--- config.mk ---
export PLATFORM = sky130hd
export DESIGN_NAME = evu_mux_scheduler_flat
export DESIGN_NICKNAME = d
export VERILOG_FILES = /design/src/rtl/evu_pkg.sv /design/src/rtl/evu_mux_scheduler_if.sv /design/src/rtl/evu_sat_counter.sv /design/src/rtl/evu_mux_scheduler.sv /design/src/flat_wrapper.sv
export SDC_FILE = /design/constraint.sdc
export NUM_CORES = 1
export LEC_CHECK = 0
export ABC_AREA = 1
export CAP_MARGIN = 20
export CORE_MARGIN = 10
export CORE_UTILIZATION = 45
export DETAILED_ROUTE_END_ITERATION = 8
export PLACE_DENSITY = 0.68
export SLEW_MARGIN = 10
export SYNTH_ARGS = -nofsm -noshare
export SYNTH_HDL_FRONTEND = slang
export SYNTH_SLANG_ARGS = --single-unit
--- constraint.sdc ---
create_clock -name clk_i -period 2.8 [get_ports clk_i]
set_input_delay 0.56 -clock clk_i [delete_from_list [all_inputs] [get_ports clk_i]]
set_output_delay 0.56 -clock clk_i [all_outputs]
set_load 0.005 [all_outputs]
--- src/rtl/evu_pkg.sv ---
// Shared types and default sizing for the EVU mux scheduler slice.
package evu_pkg;

    localparam int NUM_LANES_D = 4;
    localparam int NUM_SETS_D  = 4;
    localparam int SEL_W_D     = 4;
    localparam int CNT_W_D     = 16;
    localparam int WIN_W_D     = 16;

    typedef enum logic [1:0] {
        IDLE   = 2'd0,
        SWITCH = 2'd1,
        COUNT  = 2'd2
    } evu_sched_state_e;

    typedef struct packed {
        logic [$clog2(NUM_SETS_D)-1:0]          set;
        logic [NUM_LANES_D-1:0][CNT_W_D-1:0]    cnt;
    } evu_sample_t;

endpackage

--- src/rtl/evu_mux_scheduler_if.sv ---
// Config, event, select and sample-stream bundle of the mux scheduler.
interface evu_mux_scheduler_if
    import evu_pkg::*;
#(
    parameter int NUM_LANES = NUM_LANES_D,
    parameter int NUM_SETS  = NUM_SETS_D,
    parameter int SEL_W     = SEL_W_D,
    parameter int CNT_W     = CNT_W_D,
    parameter int WIN_W     = WIN_W_D
);
    localparam int SET_W = (NUM_SETS > 1) ? $clog2(NUM_SETS) : 1;
    localparam int NS_W  = $clog2(NUM_SETS) + 1;

    logic                                enable_i;
    logic [NS_W-1:0]                     num_sets_i;
    logic [WIN_W-1:0]                    window_i;
    logic [NUM_SETS*NUM_LANES*SEL_W-1:0] sel_cfg_i;
    logic [NUM_LANES-1:0]                evt_i;
    logic [NUM_LANES*SEL_W-1:0]          sel_line_o;
    logic                                sample_valid_o;
    logic                                sample_ready_i;
    logic [SET_W-1:0]                    sample_set_o;
    logic [NUM_LANES*CNT_W-1:0]          sample_cnt_o;
    logic [CNT_W-1:0]                    drop_cnt_o;

    modport master (
        output enable_i, num_sets_i, window_i, sel_cfg_i,
        output evt_i, sample_ready_i,
        input  sel_line_o, sample_valid_o, sample_set_o,
        input  sample_cnt_o, drop_cnt_o
    );

    modport slave (
        input  enable_i, num_sets_i, window_i, sel_cfg_i,
        input  evt_i, sample_ready_i,
        output sel_line_o, sample_valid_o, sample_set_o,
        output sample_cnt_o, drop_cnt_o
    );

endinterface

--- src/rtl/evu_sat_counter.sv ---
// Saturating up-counter with synchronous clear; never wraps.
module evu_sat_counter #(
    parameter int W = 16
) (
    input  logic         clk_i,
    input  logic         rst_ni,
    input  logic         clr_i,
    input  logic         inc_i,
    output logic [W-1:0] q_o
);
    logic [W-1:0] r_q;
    logic [W-1:0] w_nxt;

    always_comb begin
        w_nxt = r_q;
        if (clr_i)
            w_nxt = '0;
        else if (inc_i && !(&r_q))
            w_nxt = r_q + W'(1);
    end

    always_ff @(posedge clk_i or negedge rst_ni) begin
        if (!rst_ni)
            r_q <= '0;
        else
            r_q <= w_nxt;
    end

    assign q_o = r_q;

endmodule

--- src/rtl/evu_mux_scheduler.sv ---
// Rotates EVU mux selects over event sets, counts lane events per window
// and streams one {set, counts} sample per window.
module evu_mux_scheduler
    import evu_pkg::*;
#(
    parameter int NUM_LANES = NUM_LANES_D,
    parameter int NUM_SETS  = NUM_SETS_D,
    parameter int SEL_W     = SEL_W_D,
    parameter int CNT_W     = CNT_W_D,
    parameter int WIN_W     = WIN_W_D
) (
    input  logic               clk_i,
    input  logic               rst_ni,
    evu_mux_scheduler_if.slave bus
);
    localparam int SET_W = (NUM_SETS > 1) ? $clog2(NUM_SETS) : 1;
    localparam int NS_W  = $clog2(NUM_SETS) + 1;
    localparam int LSW   = NUM_LANES * SEL_W;
    localparam logic [NS_W-1:0] NS_MAX = NS_W'(NUM_SETS);

    evu_sched_state_e r_state;
    evu_sched_state_e w_next;

    logic [SET_W-1:0] r_set_idx;
    logic [NS_W-1:0]  r_nsets;
    logic [NS_W-1:0]  w_nsets;
    logic [WIN_W-1:0] r_win;
    logic [WIN_W-1:0] w_win;
    logic [WIN_W-1:0] r_wcnt;
    logic [LSW-1:0]   r_sel;
    logic             w_clr;
    logic             w_inc_en;
    logic             w_load;
    logic             w_push;
    logic             w_last;
    logic             w_drop;
    logic             w_accept;
    logic             r_valid;
    logic [SET_W-1:0] r_sset;

    logic [NUM_SETS-1:0][LSW-1:0]       w_cfg;
    logic [NUM_LANES-1:0][CNT_W-1:0]    w_cnt;
    logic [NUM_LANES-1:0][CNT_W-1:0]    w_cnt_fin;
    logic [NUM_LANES-1:0][CNT_W-1:0]    r_scnt;

    assign w_cfg = bus.sel_cfg_i;

    assign w_nsets = (bus.num_sets_i == '0) ? NS_W'(1) :
                     (bus.num_sets_i > NS_MAX) ? NS_MAX :
                     bus.num_sets_i;
    assign w_win   = (bus.window_i == '0) ? WIN_W'(1) : bus.window_i;
    assign w_last  = (r_wcnt == r_win - WIN_W'(1));

    always_comb begin
        w_next   = r_state;
        w_clr    = 1'b1;
        w_inc_en = 1'b0;
        w_load   = 1'b0;
        w_push   = 1'b0;
        unique case (r_state)
            IDLE: begin
                if (bus.enable_i)
                    w_next = SWITCH;
            end
            SWITCH: begin
                if (bus.enable_i) begin
                    w_next = COUNT;
                    w_load = 1'b1;
                end else begin
                    w_next = IDLE;
                end
            end
            COUNT: begin
                if (!bus.enable_i) begin
                    w_next = IDLE;
                end else begin
                    w_clr    = 1'b0;
                    w_inc_en = 1'b1;
                    if (w_last) begin
                        w_push = 1'b1;
                        w_next = SWITCH;
                    end
                end
            end
            default: w_next = IDLE;
        endcase
    end

    always_ff @(posedge clk_i or negedge rst_ni) begin
        if (!rst_ni) begin
            r_state   <= IDLE;
            r_set_idx <= '0;
            r_nsets   <= NS_W'(1);
            r_win     <= WIN_W'(1);
            r_wcnt    <= '0;
            r_sel     <= '0;
        end else begin
            r_state <= w_next;
            if (r_state == IDLE)
                r_set_idx <= '0;
            if (w_load) begin
                r_sel   <= w_cfg[r_set_idx];
                r_nsets <= w_nsets;
                r_win   <= w_win;
                r_wcnt  <= '0;
            end
            if (w_inc_en)
                r_wcnt <= r_wcnt + WIN_W'(1);
            if (w_push) begin
                if (32'(r_set_idx) + 32'd1 >= 32'(r_nsets))
                    r_set_idx <= '0;
                else
                    r_set_idx <= r_set_idx + SET_W'(1);
            end
        end
    end

    // The pushed count must include the event seen on the last cycle.
    for (genvar l = 0; l < NUM_LANES; l++) begin : g_lane
        evu_sat_counter #(.W(CNT_W)) u_cnt (
            .clk_i  (clk_i),
            .rst_ni (rst_ni),
            .clr_i  (w_clr),
            .inc_i  (w_inc_en & bus.evt_i[l]),
            .q_o    (w_cnt[l])
        );
        assign w_cnt_fin[l] = (bus.evt_i[l] && !(&w_cnt[l])) ?
                              w_cnt[l] + CNT_W'(1) : w_cnt[l];
    end

    assign w_accept = r_valid & bus.sample_ready_i;
    assign w_drop   = w_push & r_valid & ~bus.sample_ready_i;

    always_ff @(posedge clk_i or negedge rst_ni) begin
        if (!rst_ni) begin
            r_valid <= 1'b0;
            r_sset  <= '0;
            r_scnt  <= '0;
        end else if (w_push) begin
            r_valid <= 1'b1;
            r_sset  <= r_set_idx;
            r_scnt  <= w_cnt_fin;
        end else if (w_accept) begin
            r_valid <= 1'b0;
        end
    end

    evu_sat_counter #(.W(CNT_W)) u_drop (
        .clk_i  (clk_i),
        .rst_ni (rst_ni),
        .clr_i  (1'b0),
        .inc_i  (w_drop),
        .q_o    (bus.drop_cnt_o)
    );

    assign bus.sel_line_o     = r_sel;
    assign bus.sample_valid_o = r_valid;
    assign bus.sample_set_o   = r_sset;
    assign bus.sample_cnt_o   = r_scnt;

endmodule

--- src/flat_wrapper.sv ---
// flat-port wrapper written by rule: the top's interface ports become plain ports
module evu_mux_scheduler_flat import evu_pkg::*;
#(
    parameter int NUM_LANES = NUM_LANES_D,
    parameter int NUM_SETS  = NUM_SETS_D,
    parameter int SEL_W     = SEL_W_D,
    parameter int CNT_W     = CNT_W_D,
    parameter int WIN_W     = WIN_W_D
)
  (clk_i, rst_ni, bus_enable_i, bus_num_sets_i, bus_window_i, bus_sel_cfg_i, bus_evt_i, bus_sample_ready_i, bus_sel_line_o, bus_sample_valid_o, bus_sample_set_o, bus_sample_cnt_o, bus_drop_cnt_o);
  evu_mux_scheduler_if #(.NUM_LANES(NUM_LANES), .NUM_SETS(NUM_SETS), .SEL_W(SEL_W), .CNT_W(CNT_W), .WIN_W(WIN_W)) bus_i ();
  input  logic clk_i;
  input  logic rst_ni;
  input wire logic [$bits(bus_i.enable_i)-1:0] bus_enable_i;
  input wire logic [$bits(bus_i.num_sets_i)-1:0] bus_num_sets_i;
  input wire logic [$bits(bus_i.window_i)-1:0] bus_window_i;
  input wire logic [$bits(bus_i.sel_cfg_i)-1:0] bus_sel_cfg_i;
  input wire logic [$bits(bus_i.evt_i)-1:0] bus_evt_i;
  input wire logic [$bits(bus_i.sample_ready_i)-1:0] bus_sample_ready_i;
  output wire logic [$bits(bus_i.sel_line_o)-1:0] bus_sel_line_o;
  output wire logic [$bits(bus_i.sample_valid_o)-1:0] bus_sample_valid_o;
  output wire logic [$bits(bus_i.sample_set_o)-1:0] bus_sample_set_o;
  output wire logic [$bits(bus_i.sample_cnt_o)-1:0] bus_sample_cnt_o;
  output wire logic [$bits(bus_i.drop_cnt_o)-1:0] bus_drop_cnt_o;
  assign bus_i.enable_i = bus_enable_i;
  assign bus_i.num_sets_i = bus_num_sets_i;
  assign bus_i.window_i = bus_window_i;
  assign bus_i.sel_cfg_i = bus_sel_cfg_i;
  assign bus_i.evt_i = bus_evt_i;
  assign bus_i.sample_ready_i = bus_sample_ready_i;
  assign bus_sel_line_o = bus_i.sel_line_o;
  assign bus_sample_valid_o = bus_i.sample_valid_o;
  assign bus_sample_set_o = bus_i.sample_set_o;
  assign bus_sample_cnt_o = bus_i.sample_cnt_o;
  assign bus_drop_cnt_o = bus_i.drop_cnt_o;
  evu_mux_scheduler #(.NUM_LANES(NUM_LANES), .NUM_SETS(NUM_SETS), .SEL_W(SEL_W), .CNT_W(CNT_W), .WIN_W(WIN_W)) u_core (.clk_i(clk_i), .rst_ni(rst_ni), .bus(bus_i));
endmodule
==> results.md <==
* Yosys top cell by area: dfrtp_1
* Top_reg_cell synth: dfrtp_1
* 1st-pass router iterations at 6
* Tmin final at 2.521 ns
* Area growth, synth to finish at 29.55%
* DRT antenna net count at 0
* Io pins at 190
* Yosys cell types at 42
* Vias in the first global route at 9258
* Worst reg2reg startpoint: u_core.r_win[0]
* CP max stage cell: dfstp_2
* Crit path DAT at 2.91 ns
* CP startpoint kind: flip-flop
* Syn_nets at 1451
* Largest net degree at the start of global routing at 87
* Worst-path maximum fanout at 6
* CP peak stage delay at 0.54 ns
* Max_cap viols at 0
* CP most frequent cell: nand2_1
* Post-Route WL at 27350 um
* VDD IR max at 0.3360 mV
* Critical path launch point: u_core.r_win[0]
* Internal power at 5.370 mW
* Port-buffer cells at 189
* Most numerous cell in the Yosys netlist: nand2_1
* TritonCTS clock tree: built
* Worst endpoint required time at 3.19 ns
* Total track usage at 17.89%
* Leakage Power at 6.093 nW
* Grt ovf at 0
* Die area at 0.02988 sq mm
* Clk sink count at 202
* Via Count at 9251
* # rows at 55
* Initial antenna violation count at 0
* Slew headroom at 60.75%
* Hold path startpoint: u_core.r_state[0]
* Yosys warns at 0
* Combinational Power Share at 15.5%
* Pwr Density at 538.8 mW/mm^2
* Chip Width at 172.8 um
* Setup TNS at 0 ns
* WL per Instance at 14.58 um
* Seq pwr share at 43.8%
* First-pass GRT wire length at 45760 um
* Hold Path Class: reg -> reg
* CTS H-Tree Depth at 1
* Clk_skew at 0.01278 ns
* Post-synth EDFFs at 0
* Core area at 0.02285 sq mm
* Post-DP HPWL at 20600 um
* Async SR Flop Fraction at 100.0%
* Final worst-path cycle share at 90.03%
* Setup Crit Path Kind: reg -> reg
* Synthesized cell area at 0.01051 sq mm
* CP cell instances: inv_1, ha_1, nand2_2, nor2_1, nand2_1, nand2_1, nand2_2, nand2_1, inv_1, nand2_1, nor2_1, nand4_2, nor2_4, nand3_2, nand2_1, nand2_1
* Worst Reg-to-Reg Cells at 16
* Root buf cell: clkbuf_16
* # setup viols final at 0
* Core Util, Final at 59.61%
* Unrepaired setup endpoints after global routing: false
* Register area share after synthesis at 48.11%
* Chip Height at 172.8 um
* Critical R2R Capture: u_core.u_drop.q_o[5]
* Iter 0 DRT Violations at 584
* GP Congestion at 0.9030
* Worst Setup End Kind: flip-flop
* Reg clk slew, reported paths at 0.06 ns
* Layout cells sized above 1 at 5.378%
* Final hold viol count at 0
* Post-Synthesis Cells at 1349
* Clock Power Share at 40.8%
* Synth cell count leaders: 328 x nand2_1, 219 x nor2_1, 200 x dfrtp_1
* Number of diodes at 0
* Maximum root-to-sink buffer count at 3
* Worst slew pin tran at 0.5851 ns
* Final net count at 1647
* Mapped Avg Cell Area at 7.793 sq um
* Yosys reg bits at 202
* Worst setup endpoint: u_core.u_drop.q_o[5]
* DR vias/cell at 4.934
* Top post-synthesis cells by area: dfrtp_1 48%, nand2_1 12%, nor2_1 7.8%, inv_1 5.0%, o21ai_0 4.6%
* Max Slew Vio Count at 0
* DRC at 0
* Peak Freq at 396.7 MHz
* Latest clock arrival within the worst-skew pair at 0.51 ns
* Status: complete, no violations
* Initial Util at 46.01%
* TritonCTS Buffers at 23
* Sw Pwr at 1.968 mW
* Layout fillers at 2121
* FF-to-FF setup slack at 0.28 ns
* Top-area cell type share of the netlist area at 47.61%
* Sw Ratio at 26.82%
-- through the flow --
step | total power, mW | instances | area (sq um) | hold slack [ns] | setup slack, ns
2_1_floorplan | 3.867 | 1349 | 10510 | 0.2644 | 0.5069
3_3_place_gp | 4.371 | 1831 | 12830 | 0.4506 | 0.2336
3_5_place_dp | 4.388 | 1831 | 12830 | 0.4567 | 0.1705
4_1_cts | 7.407 | 1874 | 13600 | 0.4646 | 0.1561
5_1_grt | 7.698 | 1875 | 13620 | 0.4943 | 0.006616
6_report | 7.338 | 1875 | 13620 | 0.4660 | 0.2792
-- area by class of cell --
type	instances	area (sq um)	area share [%]
Inverter	144	540.5	3.969
Clock inverter	6	61.31	0.4502
Tap cell	313	391.6	2.876
Sequential cell	202	5057	37.13
Clock buffer	36	694.4	5.099
Multi-Input combinational cell	963	4748	34.86
Timing Repair Buffer	211	2126	15.61
-- what timing repair did --
| item | 4_1_cts | 5_1_grt |
|---|---|---|
| resized for setup | 0 | 1 |
| endpoints found under the hold margin | 28 | 0 |
| hold buffers | 1 | 0 |
| buffers inserted | 0 | 1 |
| setup endpoints to repair | 0 | 12 |
-- power by group through the flow --
stage	logic, mW	registers (mW)	clock network, mW
floorplan	0.633	3.23	0
global placement	1.12	3.25	0
detailed placement	1.13	3.26	0
CTS	1.14	3.21	3.06
global route	1.29	3.23	3.18
finish	1.14	3.21	2.99
-- worst min-delay path by stage --
stage,to,depth (start not counted)
floorplan,u_core.bus.sample_cnt_o[0],0
global placement,u_core.r_state[0],1
detailed placement,u_core.r_state[0],1
CTS,u_core.r_state[0],1
global route,u_core.r_nsets[0],2
finish,u_core.r_state[0],1
-- routing by layer --
layer | GRT usage [%] | share of wire [%] | up-vias
met5 | 0 | 0 | -
met4 | 4.815 | 2.3 | 0
met3 | 5.685 | 8.1 | 46
met2 | 28.79 | 44 | 261
met1 | 22.73 | 45 | 4248
li1 | - | - | 4696
-- sequential cells by signal (all words and copies together), names as in the netlist --
name                       cells
u_core.bus.sample_valid_o      1
u_core.g_lane.u_cnt.q_o       64
u_core.bus.sample_set_o        2
u_core.r_nsets                 3
u_core.r_set_idx               2
u_core.r_state                 2
u_core.bus.sel_line_o         16
u_core.r_win                  16
u_core.r_wcnt                 16
u_core.bus.sample_cnt_o       64
u_core.u_drop.q_o             16
-- kinds of logic (layout without fill, tap and decap cells) --
group	after synthesis	count (layout)	synth area share, %
xor gates and xnor gates	77	77	6.415
buffers and inverters	184	397	6.808
AOI/OAI and AO/OA	165	165	8.248
muxes	7	7	0.6784
adders and majority gates	11	11	1.309
and+or+nand+nor	703	703	28.43
DFF	202	202	48.11
-- placed cells by master (no fill, tap or decap), drive strengths merged, types with 17 or more instances in the layout --
cell type / instances
nand2: 331
nor2: 229
dfrtp: 200
clkdlybuf4s50: 188
inv: 144
o21ai: 130
nand3: 61
xor2: 41
clkbuf: 37
xnor2: 36
nand4: 34
nor3: 21
buf: 21
a31oi: 17
-- critical path: cells and delay by family, from the launching register on --
| family | cells | cell delay, ns |
|---|---|---|
| DFF | 1 | 0.54 |
| and+or+nand+nor | 13 | 1.46 |
| buffers and inverters | 2 | 0.13 |
| adders and majority gates | 1 | 0.28 |
(Power assumes the default switching activity.)
